`src/rtl/level_ctrl_pkg.sv`:
```
// Shared types and sizing for the level controller and rf_stack.
// Both blocks must agree on NumLevels, LevelT and IrqIdT.
package level_ctrl_pkg;
  localparam int NumLevels = 4;
  localparam int NumIrqs   = 8;
  localparam int LevelW    = $clog2(NumLevels);
  localparam int IrqIdW    = $clog2(NumIrqs);

  typedef logic [LevelW-1:0] LevelT;
  typedef logic [IrqIdW-1:0] IrqIdT;

  typedef enum logic [1:0] {
    IDLE  = 2'd0,
    ENTER = 2'd1,
    EXIT  = 2'd2
  } state_t;

  // One preemption-stack frame: the context that was interrupted.
  typedef struct packed {
    LevelT level;
    IrqIdT irq;
  } frame_t;

  function automatic logic [NumIrqs-1:0] one_hot(IrqIdT idx);
    logic [NumIrqs-1:0] v;
    v      = '0;
    v[idx] = 1'b1;
    return v;
  endfunction
endpackage

```
`src/rtl/level_ctrl_if.sv`:
```
// Bus between the core/config side and the level controller.
// The master drives requests and configuration; the slave returns level and entry info.
interface level_ctrl_if;
  import level_ctrl_pkg::*;

  logic [NumIrqs-1:0] irqPend;
  logic               cfgWe;
  IrqIdT              cfgIdx;
  LevelT              cfgPrio;
  logic               cfgEn;
  logic               boundary;
  logic               retReq;

  LevelT              level;
  logic               writeRaEn;
  logic [NumIrqs-1:0] irqAck;
  IrqIdT              entryIrq;
  logic               retErr;

  modport master (
    output irqPend, cfgWe, cfgIdx, cfgPrio, cfgEn, boundary, retReq,
    input  level, writeRaEn, irqAck, entryIrq, retErr
  );

  modport slave (
    input  irqPend, cfgWe, cfgIdx, cfgPrio, cfgEn, boundary, retReq,
    output level, writeRaEn, irqAck, entryIrq, retErr
  );
endinterface

```
`src/rtl/level_ctrl_prio_arbiter.sv`:
```
// Combinational winner selection: highest prio strictly above the current level,
// lowest index on a tie.
module prio_arbiter
  import level_ctrl_pkg::LevelT, level_ctrl_pkg::IrqIdT;
#(
  parameter int NumIrqs = level_ctrl_pkg::NumIrqs
) (
  input  logic  [NumIrqs-1:0] pend,
  input  logic  [NumIrqs-1:0] en,
  input  LevelT [NumIrqs-1:0] prio,
  input  LevelT               level,
  output logic                valid,
  output IrqIdT               idx,
  output LevelT               win_prio
);

  always_comb begin
    // NOTE: every output gets a default before the loop so no path leaves it unassigned (no latch).
    valid    = 1'b0;
    idx      = '0;
    win_prio = '0;
    for (int i = 0; i < NumIrqs; i++) begin
      // Strict '>' against the running best keeps the lowest index on a tie.
      if (pend[i] && en[i] && (prio[i] > level) && (!valid || (prio[i] > win_prio))) begin
        valid    = 1'b1;
        idx      = IrqIdT'(i);
        win_prio = prio[i];
      end
    end
  end

endmodule

```
`src/rtl/level_ctrl.sv`:
```
// Execution-level controller: arbitrates interrupts against the current level,
// stacks the preempted context on entry and restores it on handler return.
module level_ctrl
  import level_ctrl_pkg::LevelT, level_ctrl_pkg::IrqIdT, level_ctrl_pkg::state_t,
         level_ctrl_pkg::frame_t, level_ctrl_pkg::one_hot,
         level_ctrl_pkg::IDLE, level_ctrl_pkg::ENTER, level_ctrl_pkg::EXIT;
#(
  parameter int NumLevels = level_ctrl_pkg::NumLevels,
  parameter int NumIrqs   = level_ctrl_pkg::NumIrqs
) (
  input logic         clk,
  input logic         reset,
  level_ctrl_if.slave bus
);

  localparam int Depth = NumLevels - 1;
  localparam int SpW   = $clog2(NumLevels);
  typedef logic [SpW-1:0] sp_t;

  LevelT [NumIrqs-1:0] prio_q;
  logic  [NumIrqs-1:0] en_q;

  state_t state_q, state_d;
  LevelT  level_q, level_d;
  IrqIdT  cur_irq_q, cur_irq_d;
  sp_t    sp_q, sp_d;
  frame_t stack_q [Depth];
  logic   push;

  logic               wra_q, wra_d;
  logic [NumIrqs-1:0] ack_q, ack_d;
  IrqIdT              entry_q, entry_d;
  logic               ret_err_q, ret_err_d;

  logic  win_valid;
  IrqIdT win_idx;
  LevelT win_prio;

  prio_arbiter #(.NumIrqs(NumIrqs)) u_arb (
    .pend     (bus.irqPend),
    .en       (en_q),
    .prio     (prio_q),
    .level    (level_q),
    .valid    (win_valid),
    .idx      (win_idx),
    .win_prio (win_prio)
  );

  always_comb begin
    state_d   = IDLE;
    level_d   = level_q;
    cur_irq_d = cur_irq_q;
    sp_d      = sp_q;
    wra_d     = 1'b0;
    ack_d     = '0;
    entry_d   = entry_q;
    ret_err_d = 1'b0;
    push      = 1'b0;
    // ENTER and EXIT last one cycle and ignore boundary/retReq.
    if (state_q == IDLE) begin
      if (bus.retReq) begin
        if (level_q != '0) begin
          state_d   = EXIT;
          level_d   = stack_q[sp_q - sp_t'(1)].level;
          cur_irq_d = stack_q[sp_q - sp_t'(1)].irq;
          sp_d      = sp_q - sp_t'(1);
        end else begin
          ret_err_d = 1'b1;
        end
      end else if (bus.boundary && win_valid) begin
        state_d   = ENTER;
        push      = 1'b1;
        level_d   = win_prio;
        cur_irq_d = win_idx;
        sp_d      = sp_q + sp_t'(1);
        wra_d     = 1'b1;
        ack_d     = one_hot(win_idx);
        entry_d   = win_idx;
      end
    end
  end

  always_ff @(posedge clk) begin
    // NOTE: registered state uses non-blocking assignments so every flop samples pre-edge values.
    if (reset) begin
      state_q   <= IDLE;
      level_q   <= '0;
      cur_irq_q <= '0;
      sp_q      <= '0;
      wra_q     <= 1'b0;
      ack_q     <= '0;
      entry_q   <= '0;
      ret_err_q <= 1'b0;
      prio_q    <= '0;
      en_q      <= '0;
    end else begin
      state_q   <= state_d;
      level_q   <= level_d;
      cur_irq_q <= cur_irq_d;
      sp_q      <= sp_d;
      wra_q     <= wra_d;
      ack_q     <= ack_d;
      entry_q   <= entry_d;
      ret_err_q <= ret_err_d;
      if (bus.cfgWe) begin
        prio_q[bus.cfgIdx] <= bus.cfgPrio;
        en_q[bus.cfgIdx]   <= bus.cfgEn;
      end
    end
  end

  // NOTE: stack storage has no reset; entries above the pointer are never read.
  always_ff @(posedge clk) begin
    if (push) stack_q[sp_q] <= '{level: level_q, irq: cur_irq_q};
  end

  a_no_overflow: assert property (@(posedge clk) disable iff (reset)
    !(push && (sp_q == sp_t'(Depth))));

  assign bus.level     = level_q;
  assign bus.writeRaEn = wra_q;
  assign bus.irqAck    = ack_q;
  assign bus.entryIrq  = entry_q;
  assign bus.retErr    = ret_err_q;

endmodule
```
`src/flat_wrapper.sv`:
```
// flat-port wrapper written by rule: the top's interface ports become plain ports
module level_ctrl_flat import level_ctrl_pkg::LevelT, level_ctrl_pkg::IrqIdT, level_ctrl_pkg::state_t,
         level_ctrl_pkg::frame_t, level_ctrl_pkg::one_hot,
         level_ctrl_pkg::IDLE, level_ctrl_pkg::ENTER, level_ctrl_pkg::EXIT;
#(
  parameter int NumLevels = level_ctrl_pkg::NumLevels,
  parameter int NumIrqs   = level_ctrl_pkg::NumIrqs
)
  (clk, reset, bus_irqPend, bus_cfgWe, bus_cfgIdx, bus_cfgPrio, bus_cfgEn, bus_boundary, bus_retReq, bus_level, bus_writeRaEn, bus_irqAck, bus_entryIrq, bus_retErr);
  level_ctrl_if bus_i ();
  input logic clk;
  input logic reset;
  input wire logic [$bits(bus_i.irqPend)-1:0] bus_irqPend;
  input wire logic [$bits(bus_i.cfgWe)-1:0] bus_cfgWe;
  input wire logic [$bits(bus_i.cfgIdx)-1:0] bus_cfgIdx;
  input wire logic [$bits(bus_i.cfgPrio)-1:0] bus_cfgPrio;
  input wire logic [$bits(bus_i.cfgEn)-1:0] bus_cfgEn;
  input wire logic [$bits(bus_i.boundary)-1:0] bus_boundary;
  input wire logic [$bits(bus_i.retReq)-1:0] bus_retReq;
  output wire logic [$bits(bus_i.level)-1:0] bus_level;
  output wire logic [$bits(bus_i.writeRaEn)-1:0] bus_writeRaEn;
  output wire logic [$bits(bus_i.irqAck)-1:0] bus_irqAck;
  output wire logic [$bits(bus_i.entryIrq)-1:0] bus_entryIrq;
  output wire logic [$bits(bus_i.retErr)-1:0] bus_retErr;
  assign bus_i.irqPend = bus_irqPend;
  assign bus_i.cfgWe = bus_cfgWe;
  assign bus_i.cfgIdx = bus_cfgIdx;
  assign bus_i.cfgPrio = bus_cfgPrio;
  assign bus_i.cfgEn = bus_cfgEn;
  assign bus_i.boundary = bus_boundary;
  assign bus_i.retReq = bus_retReq;
  assign bus_level = bus_i.level;
  assign bus_writeRaEn = bus_i.writeRaEn;
  assign bus_irqAck = bus_i.irqAck;
  assign bus_entryIrq = bus_i.entryIrq;
  assign bus_retErr = bus_i.retErr;
  level_ctrl #(.NumLevels(NumLevels), .NumIrqs(NumIrqs)) u_core (.clk(clk), .reset(reset), .bus(bus_i));
endmodule
```
`config.mk`:
```
export PLATFORM = sky130hd
export DESIGN_NAME = level_ctrl_flat
export DESIGN_NICKNAME = d
export VERILOG_FILES = /design/src/rtl/level_ctrl_pkg.sv /design/src/rtl/level_ctrl_if.sv /design/src/rtl/level_ctrl_prio_arbiter.sv /design/src/rtl/level_ctrl.sv /design/src/flat_wrapper.sv
export SDC_FILE = /design/constraint.sdc
export NUM_CORES = 1
export LEC_CHECK = 0
export CAP_MARGIN = 20
export CORE_ASPECT_RATIO = 1.2
export CORE_MARGIN = 3
export CORE_UTILIZATION = 33
export DETAILED_ROUTE_END_ITERATION = 10
export PLACE_DENSITY_LB_ADDON = 0.2
export SLEW_MARGIN = 20
export SYNTH_ARGS = -nofsm -noshare
export SYNTH_HDL_FRONTEND = slang
export SYNTH_SLANG_ARGS = --single-unit
```
`constraint.sdc`:
```
create_clock -name clk -period 18.02 [get_ports clk]
set_input_delay 1.802 -clock clk [delete_from_list [all_inputs] [get_ports clk]]
set_output_delay 1.802 -clock clk [all_outputs]
set_load 0.01 [all_outputs]
```
==> results of run 1 <==
## worst max-delay path by stage
stage                     slack (ps)                      to  cells after the start            from
after global routing            6370  u_core.bus.entryIrq[2]                     46  bus_irqPend[0]
after global placement          7230  u_core.bus.entryIrq[2]                     46  bus_irqPend[0]
after floorplan                 8580  u_core.bus.entryIrq[2]                     45  bus_irqPend[0]
final                           7280  u_core.bus.entryIrq[2]                     46  bus_irqPend[0]
after detailed placement        6940  u_core.bus.entryIrq[2]                     46  bus_irqPend[0]
after CTS                       7230  u_core.bus.entryIrq[2]                     46  bus_irqPend[0]
## registers in the layout, indices dropped and copies added (netlist names)
name and flops:
u_core.bus.entryIrq 3, u_core.state_q 2, u_core.en_q 8, u_core.bus.retErr 1, u_core.sp_q 2, u_core.prio_q 16, u_core.stack_q 6, u_core.bus.irqAck 8
u_core.bus.level 2, u_core.bus.writeRaEn 1
## worst register-to-register path: cells and delay by family (launching register included)
family                   cells  cell delay, ps
AO/OA/AOI/OAI               25            4780
AND/OR/NAND/NOR             13            1810
buffers and inverters        1             240
adder cells (fa/ha/maj)      8            2330
multiplexers                 1             180
flip-flops                   1             480
## synthesized netlist by cell type (all sizes together), types with 6 or more instances
cell     count  area [µm²]
nor3        14        75.1
edfxtp       6         180
dfxtp       43         861
nor2b       13        96.4
clkbuf       7        26.3
ha          33         413
mux2i       28         284
nand2       24        90.1
a21oi       14        77.6
nor2        42         158
inv         16        60.1
o2111ai      6        76.3
o21ai       10        50.1
## cells by family after synthesis
kind of cell	Yosys count	synth area share, %
AND/OR/NAND/NOR	117	20.2
flip-flops	49	34.3
adder cells (fa/ha/maj)	33	13.6
XOR/XNOR	2	0.578
buffers and inverters	23	2.85
AO/OA/AOI/OAI	67	19.1
multiplexers	28	9.37
## per-layer routing
layer / share of wire, % / up-vias / track usage (%)
met5: 0 / - / 0
met2: 52 / 35 / 25.0
met3: 2.5 / 8 / 2.04
met4: 1.2 / 0 / 3.32
met1: 44 / 1115 / 16.7
li1: - / 1232 / -
## cell type report
cell class,count,share of cell area (%)
clock buffer,5,1.92
multi-input combinational,247,53.1
clock inverter,3,0.558
inverter,16,1.67
sequential,49,29.0
timing repair buffer,35,9.63
tap,117,4.08
## power groups by stage
stage               Sequential, mW  Combinational (mW)  Clock, mW
finish                       0.118              0.0519     0.0657
global route                 0.118              0.0599     0.0723
CTS                          0.118              0.0527     0.0680
detailed placement           0.121              0.0525          0
global placement             0.121              0.0509          0
floorplan                    0.121              0.0354          0
## through the flow
step / util (%) / instance area (µm²)
finish: 41.0 / 3590
global route: 41.0 / 3590
CTS: 41.0 / 3590
detailed placement: 40.0 / 3500
global placement: 40.0 / 3500
floorplan: - / 3030
==> flow_summary.json, run 1 <==
{
  "cellInternalPower_mw": 0.165,
  "drive_above_1_share_pct": 9.30,
  "reg2reg_to": "u_core.bus.entryIrq[2]",
  "synth_edf_count": 6,
  "cts_made_buffers": 5,
  "syn_avg_cell_area_um2": 9.50,
  "num_vias": 2390,
  "drt-vias-per-instance": 5.06,
  "hp-start": "u_core.bus.entryIrq[1]",
  "worst_slew_pin_slew_ps": 618,
  "cp.required_ps": 18210,
  "ios": 34,
  "status": "completed",
  "ant_nets": 0,
  "multi_input_area_mm2": 0.00190,
  "synth-async-reset-ratio_pct": 0,
  "dp_hpwl_um": 5490,
  "place_congestion": 0.778,
  "root_buffer": "clkbuf_8",
  "p_comb_share_pct": 22.0,
  "syn_area_mm2": 0.00303,
  "hold_end": "u_core.bus.entryIrq[1]",
  "layout_common_cells": "dfxtp_1, nor2_1, ha_1, clkdlybuf4s50_1, mux2i_1",
  "wirelength_um": 6820,
  "clk_path_buf_depth": 2,
  "postCtsSetupBuffers": 0,
  "crit_path_end_kind": "flip-flop",
  "syn_nets": 371,
  "diodes": 0,
  "core_mm2": 0.00875,
  "fin_crit_sh_pct": 59.6,
  "fmax_mhz": 93.1,
  "place_ws_ps": 6940,
  "chipWidth_um": 93.5,
  "final_common_cell": "dfxtp_1",
  "ys_types": 57,
  "ys_warn_count": 0,
  "rsz0062_at_grt": "no",
  "switching_share_pct": 29.8,
  "setup_slack_ps": 7280,
  "slowest_delay_ps": 520,
  "setup_tns_ps": 0,
  "wl_per_cell_um": 14.4,
  "ys_seq_area_share_pct": 34.3,
  "grt_util_all_layers_pct": 13.8,
  "nNetsFinal": 406,
  "period_needed_ps": 10740,
  "io_buffers": 33,
  "crit_family": "compound AO/OA/AOI/OAI gates",
  "crit_path_start_kind": "input port",
  "slew_headroom_pct": 58.5,
  "clockPowerShare_pct": 27.9,
  "grt_pass1_vias": 2386,
  "synth_seq_cells": 49,
  "worstPathMaxFanout": 8,
  "drcViolationCount": 0,
  "seq_area_mm2": 0.00104,
  "setup_viol": 0,
  "grt_max_degree": 35,
  "critPathSlowestCell": "clkdlybuf4s50_1",
  "min_path_cells": 2,
  "holdBufCountCts": 0,
  "cts_tree": "yes",
  "cts_sinks": 49,
  "seqPwrFrac_pct": 50.1,
  "hold_viol_final": 0,
  "regToRegSetupSlack_ps": 8080,
  "power_density_mw_per_mm2": 65.7,
  "r2r_cells": 48,
  "skew_ps": 11.7,
  "die_area_mm2": 0.0104,
  "fillers": 893,
  "critical_path_buf_inv_count": 1,
  "grt_overflow_total": 0,
  "clkTransAtPathRegs_ps": 90,
  "hold_slack_ps": 501,
  "antenna_found_initial": 0,
  "clk_latency_ps": 300,
  "drtIter0Drc": 63,
  "switchingPower_mw": 0.0702,
  "layout.cells.non_filler": 472,
  "dieHeight_um": 111,
  "leakagePower_nw": 1.45,
  "slew_viol_final": 0,
  "rows": 37,
  "area_delta_synth_final_pct": 18.3,
  "r2r-start": "u_core.bus.level[1]",
  "start_util_pct": 34.6,
  "synth-main-ff-cell": "dfxtp_1",
  "grt_pass1_wl_um": 11600,
  "hold_class": "reg -> reg",
  "crit_arrival_ps": 10930,
  "path_class": "in -> reg",
  "synthCells": 319,
  "firstDrtPassIters": 4,
  "cts_resized": 0,
  "vdd_ir_drop_max_v": 0.0000466,
  "max_cap_viol_count": 0,
  "htree_num_levels": 2,
  "placed_cells": 464,
  "power_mw": 0.236
}
Power figures use the tool's default switching activity.
==> run 2, diff against run 1 <==
==> constraint.sdc (replaced) <==
create_clock -name clk -period 10.1 [get_ports clk]
set_input_delay 1.01 -clock clk [delete_from_list [all_inputs] [get_ports clk]]
set_output_delay 1.01 -clock clk [all_outputs]
set_load 0.01 [all_outputs]
==> run 2 against run 1 <==
Effect of this change: die area unchanged; largest cell class unchanged; design area up 3.9%; global-route usage grew 0.41 points; register-to-register slack worse by 7100 ps; clock skew increased by 0.66 ps; sequential cell count is the same; wire length up 5.2%; critical path type unchanged; clock power grew 110%; first-iteration DRC count up 25%; core utilization grew 1.6 points; highest routed layer unchanged; non-clock buffer count rose by 8; sequential power increased by 78%.
==> flow_summary.json, run 2 (synthesized netlist as in run 1, its figures left out) <==
{
  "drt-vias-per-instance": 5.03,
  "grt_pass1_vias": 2428,
  "core_mm2": 0.00875,
  "setup_slack_ps": 701,
  "clk_latency_ps": 310,
  "grt_pass1_wl_um": 11800,
  "ios": 34,
  "ant_nets": 0,
  "utilization_pct": 42.6,
  "drive_above_1_share_pct": 15.7,
  "setup_viol": 0,
  "grt_overflow_total": 0,
  "layout_common_cells": "dfxtp_1, nor2_1, ha_1, clkdlybuf4s50_1, mux2i_1",
  "num_vias": 2412,
  "holdBufCountCts": 0,
  "cp.required_ps": 10330,
  "cts_sinks": 49,
  "clockPowerShare_pct": 30.4,
  "io_buffers": 33,
  "hp-start": "u_core.prio_q[0]",
  "fin_crit_sh_pct": 93.1,
  "grt_max_degree": 35,
  "start_util_pct": 34.6,
  "r2r_cells": 47,
  "rsz0062_at_grt": "yes",
  "skew_ps": 12.4,
  "fillers": 851,
  "period_needed_ps": 9400,
  "dieHeight_um": 111,
  "layout.cells.non_filler": 480,
  "p_comb_share_pct": 22.1,
  "diodes": 0,
  "worstPathMaxFanout": 8,
  "fmax_mhz": 106,
  "switching_share_pct": 29.1,
  "chipWidth_um": 93.5,
  "slew_headroom_pct": 47.3,
  "wirelength_um": 7170,
  "worst_slew_pin_slew_ps": 786,
  "power_mw": 0.442,
  "dp_hpwl_um": 5600,
  "hold_viol_final": 0,
  "largest_register": "u_core.prio_q",
  "reg2reg_to": "u_core.bus.irqAck[2]",
  "drcViolationCount": 0,
  "hold_slack_ps": 510,
  "wl_per_cell_um": 14.9,
  "critPathSlowestCell": "clkdlybuf4s50_1",
  "r2r-start": "u_core.prio_q[1]",
  "area_delta_synth_final_pct": 22.9,
  "grt_util_all_layers_pct": 14.2,
  "cts_made_buffers": 5,
  "place_ws_ps": 8.06,
  "seqPwrFrac_pct": 47.5,
  "antenna_found_initial": 0,
  "leakagePower_nw": 1.52,
  "vdd_ir_drop_max_v": 0.0000585,
  "place_congestion": 0.827,
  "hold_class": "reg -> reg",
  "status": "completed",
  "firstDrtPassIters": 4,
  "slowest_delay_ps": 520,
  "crit_arrival_ps": 9630,
  "clkTransAtPathRegs_ps": 90,
  "slew_viol_final": 0,
  "final_common_cell": "dfxtp_1",
  "crit_path_start_kind": "input port",
  "max_cap_viol_count": 0,
  "power_density_mw_per_mm2": 119,
  "cp_common_cell": "ha_1",
  "switchingPower_mw": 0.129,
  "drtIter0Drc": 79,
  "clk_path_buf_depth": 2,
  "cellInternalPower_mw": 0.314,
  "root_buffer": "clkbuf_8",
  "nNetsFinal": 414,
  "die_area_mm2": 0.0104,
  "hold_end": "u_core.prio_q[0]",
  "largest_reg_flops": 16,
  "htree_num_levels": 2,
  "placed_cells": 468,
  "rows": 37,
  "crit_path_end_kind": "flip-flop",
  "cts_tree": "yes",
  "regToRegSetupSlack_ps": 1020,
  "path_class": "in -> reg",
  "min_path_cells": 2
}
## run 2: changes by cell type in the layout (fill, tap and decap cells not counted), moves of 2 or more
cell,delta
buf_4,+8
o21ai_2,+3
a21boi_2,+2
o21ai_1,-2
## run 2: per-layer routing
layer  GRT usage, %  part of all wire [%]
met1           16.9                    44
met2           25.5                    52
met3           2.44                   2.7
met4           4.30                   1.8
met5              0                     0
## run 2: final cells by class
| class | instances | area [µm²] | area share [%] |
|---|---|---|---|
| timing repair buffer | 43 | 405 | 10.9 |
| sequential | 49 | 1040 | 27.9 |
| tap | 117 | 146 | 3.93 |
| multi-input combinational | 247 | 1970 | 52.8 |
| clock inverter | 1 | 8.76 | 0.235 |
| clock buffer | 7 | 97.6 | 2.62 |
| inverter | 16 | 60.1 | 1.61 |
## run 2: worst max-delay path: cells and delay by family
family                     cells  cell delay (ps)
AOI/OAI and AO/OA             25             4100
adders and majority gates      7             2040
buffers and inverters          2              690
and+or+nand+nor               12             1790
## run 2: power by group through the flow
stage / Sequential, mW / Clock, mW / Combinational, mW
2_1_floorplan: 0.216 / 0 / 0.0632
3_3_place_gp: 0.215 / 0 / 0.0946
3_5_place_dp: 0.214 / 0 / 0.0974
4_1_cts: 0.210 / 0.139 / 0.0980
5_1_grt: 0.211 / 0.145 / 0.112
6_report: 0.210 / 0.135 / 0.0978
## run 2: worst max-delay path by stage
stage          cells past startpoint                start                endpoint  slack, ps
5_1_grt                           46       bus_irqPend[0]    u_core.bus.irqAck[0]        -70
2_1_floorplan                     48  u_core.bus.level[1]  u_core.bus.entryIrq[2]       1360
4_1_cts                           45       bus_irqPend[0]    u_core.bus.irqAck[2]        310
3_5_place_dp                      45       bus_irqPend[0]    u_core.bus.irqAck[2]          8
3_3_place_gp                      45       bus_irqPend[0]  u_core.bus.entryIrq[2]        200
6_report                          46       bus_irqPend[0]    u_core.bus.irqAck[2]        700
## run 2: what timing repair did
action	in CTS	in global routing
endpoints found under the setup margin	0	13
resized for setup	0	18
setup buffers	0	4
## run 2: through the flow
| stage | area [µm²] | setup TNS (ps) |
|---|---|---|
| after floorplan | 3030 | 0 |
| after global placement | 3530 | 0 |
| after detailed placement | 3530 | 0 |
| after CTS | 3630 | 0 |
| after global routing | 3730 | -135 |
| final | 3730 | 0 |
==> run 3, diff against run 2 <==
--- a/config.mk
+++ b/config.mk
@@ -5,12 +5,12 @@
 export SDC_FILE = /design/constraint.sdc
 export NUM_CORES = 1
 export LEC_CHECK = 0
+export ABC_AREA = 1
 export CAP_MARGIN = 20
 export CORE_ASPECT_RATIO = 1.2
 export CORE_MARGIN = 3
 export CORE_UTILIZATION = 33
 export DETAILED_ROUTE_END_ITERATION = 10
-export PLACE_DENSITY_LB_ADDON = 0.2
 export SLEW_MARGIN = 20
 export SYNTH_ARGS = -nofsm -noshare
 export SYNTH_HDL_FRONTEND = slang
==> run 3 against run 2 <==
Effect of this change: register-to-register slack gained 340 ps; sequential cell count is the same; final cell count grew 19%; critical endpoint is now u_core.bus.entryIrq[2]; largest power group unchanged; highest routed layer unchanged.
==> flow_summary.json, run 3 <==
{
  "status": "completed",
  "hold_viol_final": 0,
  "holdBufCountCts": 0,
  "ys_warn_count": 0,
  "largest_register": "u_core.prio_q",
  "worstPathMaxFanout": 8,
  "clkTransAtPathRegs_ps": 90,
  "clk_latency_ps": 300,
  "grt_use_met1_pct": 17.1,
  "dp_hpwl_um": 5210,
  "crit_path_start_kind": "flip-flop",
  "power_mw": 0.523,
  "grt_util_all_layers_pct": 14.2,
  "io_buffers": 33,
  "grt_overflow_total": 0,
  "grt_max_degree": 31,
  "layout_common_cells": "nor2_1, nand2_1, inv_1",
  "r2r_cells": 67,
  "switchingPower_mw": 0.172,
  "drtIter0Drc": 80,
  "slew_viol_final": 0,
  "ys_top_cells_by_area": "dfxtp_1, ha_1, nor2_1",
  "min_path_cells": 2,
  "area_delta_synth_final_pct": 19.4,
  "grt_util_met2_pct": 26.3,
  "cp_common_cell": "nand2_1",
  "setup_tns_ps": 0,
  "power_density_mw_per_mm2": 147,
  "worst_slew_pin_slew_ps": 814,
  "hold_end": "u_core.bus.entryIrq[1]",
  "grt_pass1_wl_um": 11600,
  "skew_ps": 2.92,
  "drcViolationCount": 0,
  "place_ws_ps": 1080,
  "wirelength_um": 6760,
  "p_comb_share_pct": 29.5,
  "synth_edf_count": 6,
  "critPathSlowestCell": "dfxtp_1",
  "nNetsFinal": 507,
  "clockPowerShare_pct": 28.7,
  "die_area_mm2": 0.0102,
  "stdcell_area_mm2": 0.00355,
  "postCtsSetupBuffers": 0,
  "cellInternalPower_mw": 0.351,
  "dieHeight_um": 110,
  "vdd_ir_drop_max_v": 0.0000499,
  "synth_commonest_cells": "nor2_1, nand2_1, inv_1",
  "ys_types": 30,
  "synthCells": 419,
  "hp-start": "u_core.bus.entryIrq[1]",
  "fmax_mhz": 114,
  "crit_path_end_kind": "flip-flop",
  "diodes": 0,
  "syn_nets": 471,
  "max_cap_viol_count": 0,
  "largest_reg_flops": 16,
  "syn_avg_cell_area_um2": 7.10,
  "synth-async-reset-ratio_pct": 0,
  "place_congestion": 0.842,
  "reg2reg_to": "u_core.bus.entryIrq[2]",
  "slew_headroom_pct": 45.7,
  "htree_num_levels": 2,
  "fin_crit_sh_pct": 86.5,
  "use_met3_pct": 2.17,
  "seqPwrFrac_pct": 41.8,
  "cts_sinks": 49,
  "gr-max-usage-layer": "met2",
  "root_buffer": "clkbuf_8",
  "hold_class": "reg -> reg",
  "yosysTopAreaCell": "dfxtp_1",
  "post_dp_cell_area_mm2": 0.00343,
  "setup_viol": 0,
  "syn_area_mm2": 0.00298,
  "wl_per_cell_um": 11.8,
  "leakagePower_nw": 1.66,
  "regToRegSetupSlack_ps": 1360,
  "core_mm2": 0.00870,
  "hold_slack_ps": 477,
  "switching_share_pct": 32.8,
  "rows": 37,
  "slowest_delay_ps": 510,
  "clk_path_buf_depth": 2,
  "period_needed_ps": 8740,
  "cp.required_ps": 10290,
  "synth_most_common_cell": "nor2_1",
  "synth_seq_cells": 49,
  "drive_above_1_share_pct": 5.92,
  "grt_pass1_vias": 2519,
  "antenna_found_initial": 0,
  "setup_slack_ps": 1360,
  "path_class": "reg -> reg",
  "synth-main-ff-cell": "dfxtp_1",
  "drt-vias-per-instance": 4.65,
  "chipWidth_um": 92.7,
  "crit_arrival_ps": 8930,
  "final_common_cell": "nor2_1",
  "num_vias": 2664,
  "cts_tree": "yes",
  "r2r-start": "u_core.bus.level[1]",
  "cts_made_buffers": 5,
  "start_util_pct": 34.2,
  "ys_seq_area_share_pct": 35.0,
  "firstDrtPassIters": 4,
  "ant_nets": 0,
  "ios": 34,
  "cts_resized": 0,
  "rsz0062_at_grt": "no",
  "synth.top_cell.area_share_pct": 28.9
}
[run 3: changes by cell type after synthesis, sizes merged, moves of 23 or more]
cell / change
mux2i: -28
nand2: +53
inv: +53
nand3: +23
o21ai: +29
nor2: +37
[run 3: layout make-up]
class	count	area [µm²]
fill	957	5150
multi-input combinational	293	1640
sequential	49	1040
timing repair buffer	34	338
inverter	72	270
tap	117	146
clock buffer	6	82.6
clock inverter	2	37.5
[run 3: cell families after synthesis]
kind of cell,after synthesis,share of synthesized area (%)
fa+ha+maj,33,13.9
flops,49,35.0
simple gates,192,28.9
compound gates,68,12.3
buf+inv,77,9.96
[run 3: critical path, delay by kind of cell, from the launching register on]
family	cells	cell delay, ps
simple gates	40	3610
buf+inv	10	870
compound gates	9	1210
fa+ha+maj	8	2410
flops	1	510
[run 3: how the worst max path moves through the flow]
| stage | start | cells past startpoint | endpoint |
|---|---|---|---|
| after floorplan | bus_irqPend[0] | 64 | u_core.bus.entryIrq[2] |
| after global placement | bus_irqPend[0] | 64 | u_core.bus.entryIrq[2] |
| after detailed placement | bus_irqPend[0] | 65 | u_core.bus.entryIrq[2] |
| after CTS | u_core.bus.level[1] | 67 | u_core.bus.entryIrq[2] |
| after global routing | u_core.bus.level[1] | 67 | u_core.bus.entryIrq[2] |
| final | u_core.bus.level[1] | 67 | u_core.bus.entryIrq[2] |
[run 3: per-layer routing]
layer,part of all wire (%),up-vias
met4,1.3,0
met1,46,1206
li1,-,1402
met3,4.3,7
met5,0,-
met2,49,49
[run 3: power groups by stage]
stage                     Sequential, mW  Combinational, mW  Clock (mW)
after global placement             0.223              0.150           0
after CTS                          0.219              0.157       0.153
after detailed placement           0.223              0.156           0
after floorplan                    0.226              0.104           0
final                              0.219              0.154       0.150
after global routing               0.220              0.182       0.159
[run 3: metrics by stage]
stage | cells | utilization (%)
after floorplan | 419 | -
after global placement | 565 | 39.5
after detailed placement | 565 | 39.5
after CTS | 573 | 40.8
after global routing | 573 | 40.8
final | 573 | 40.8
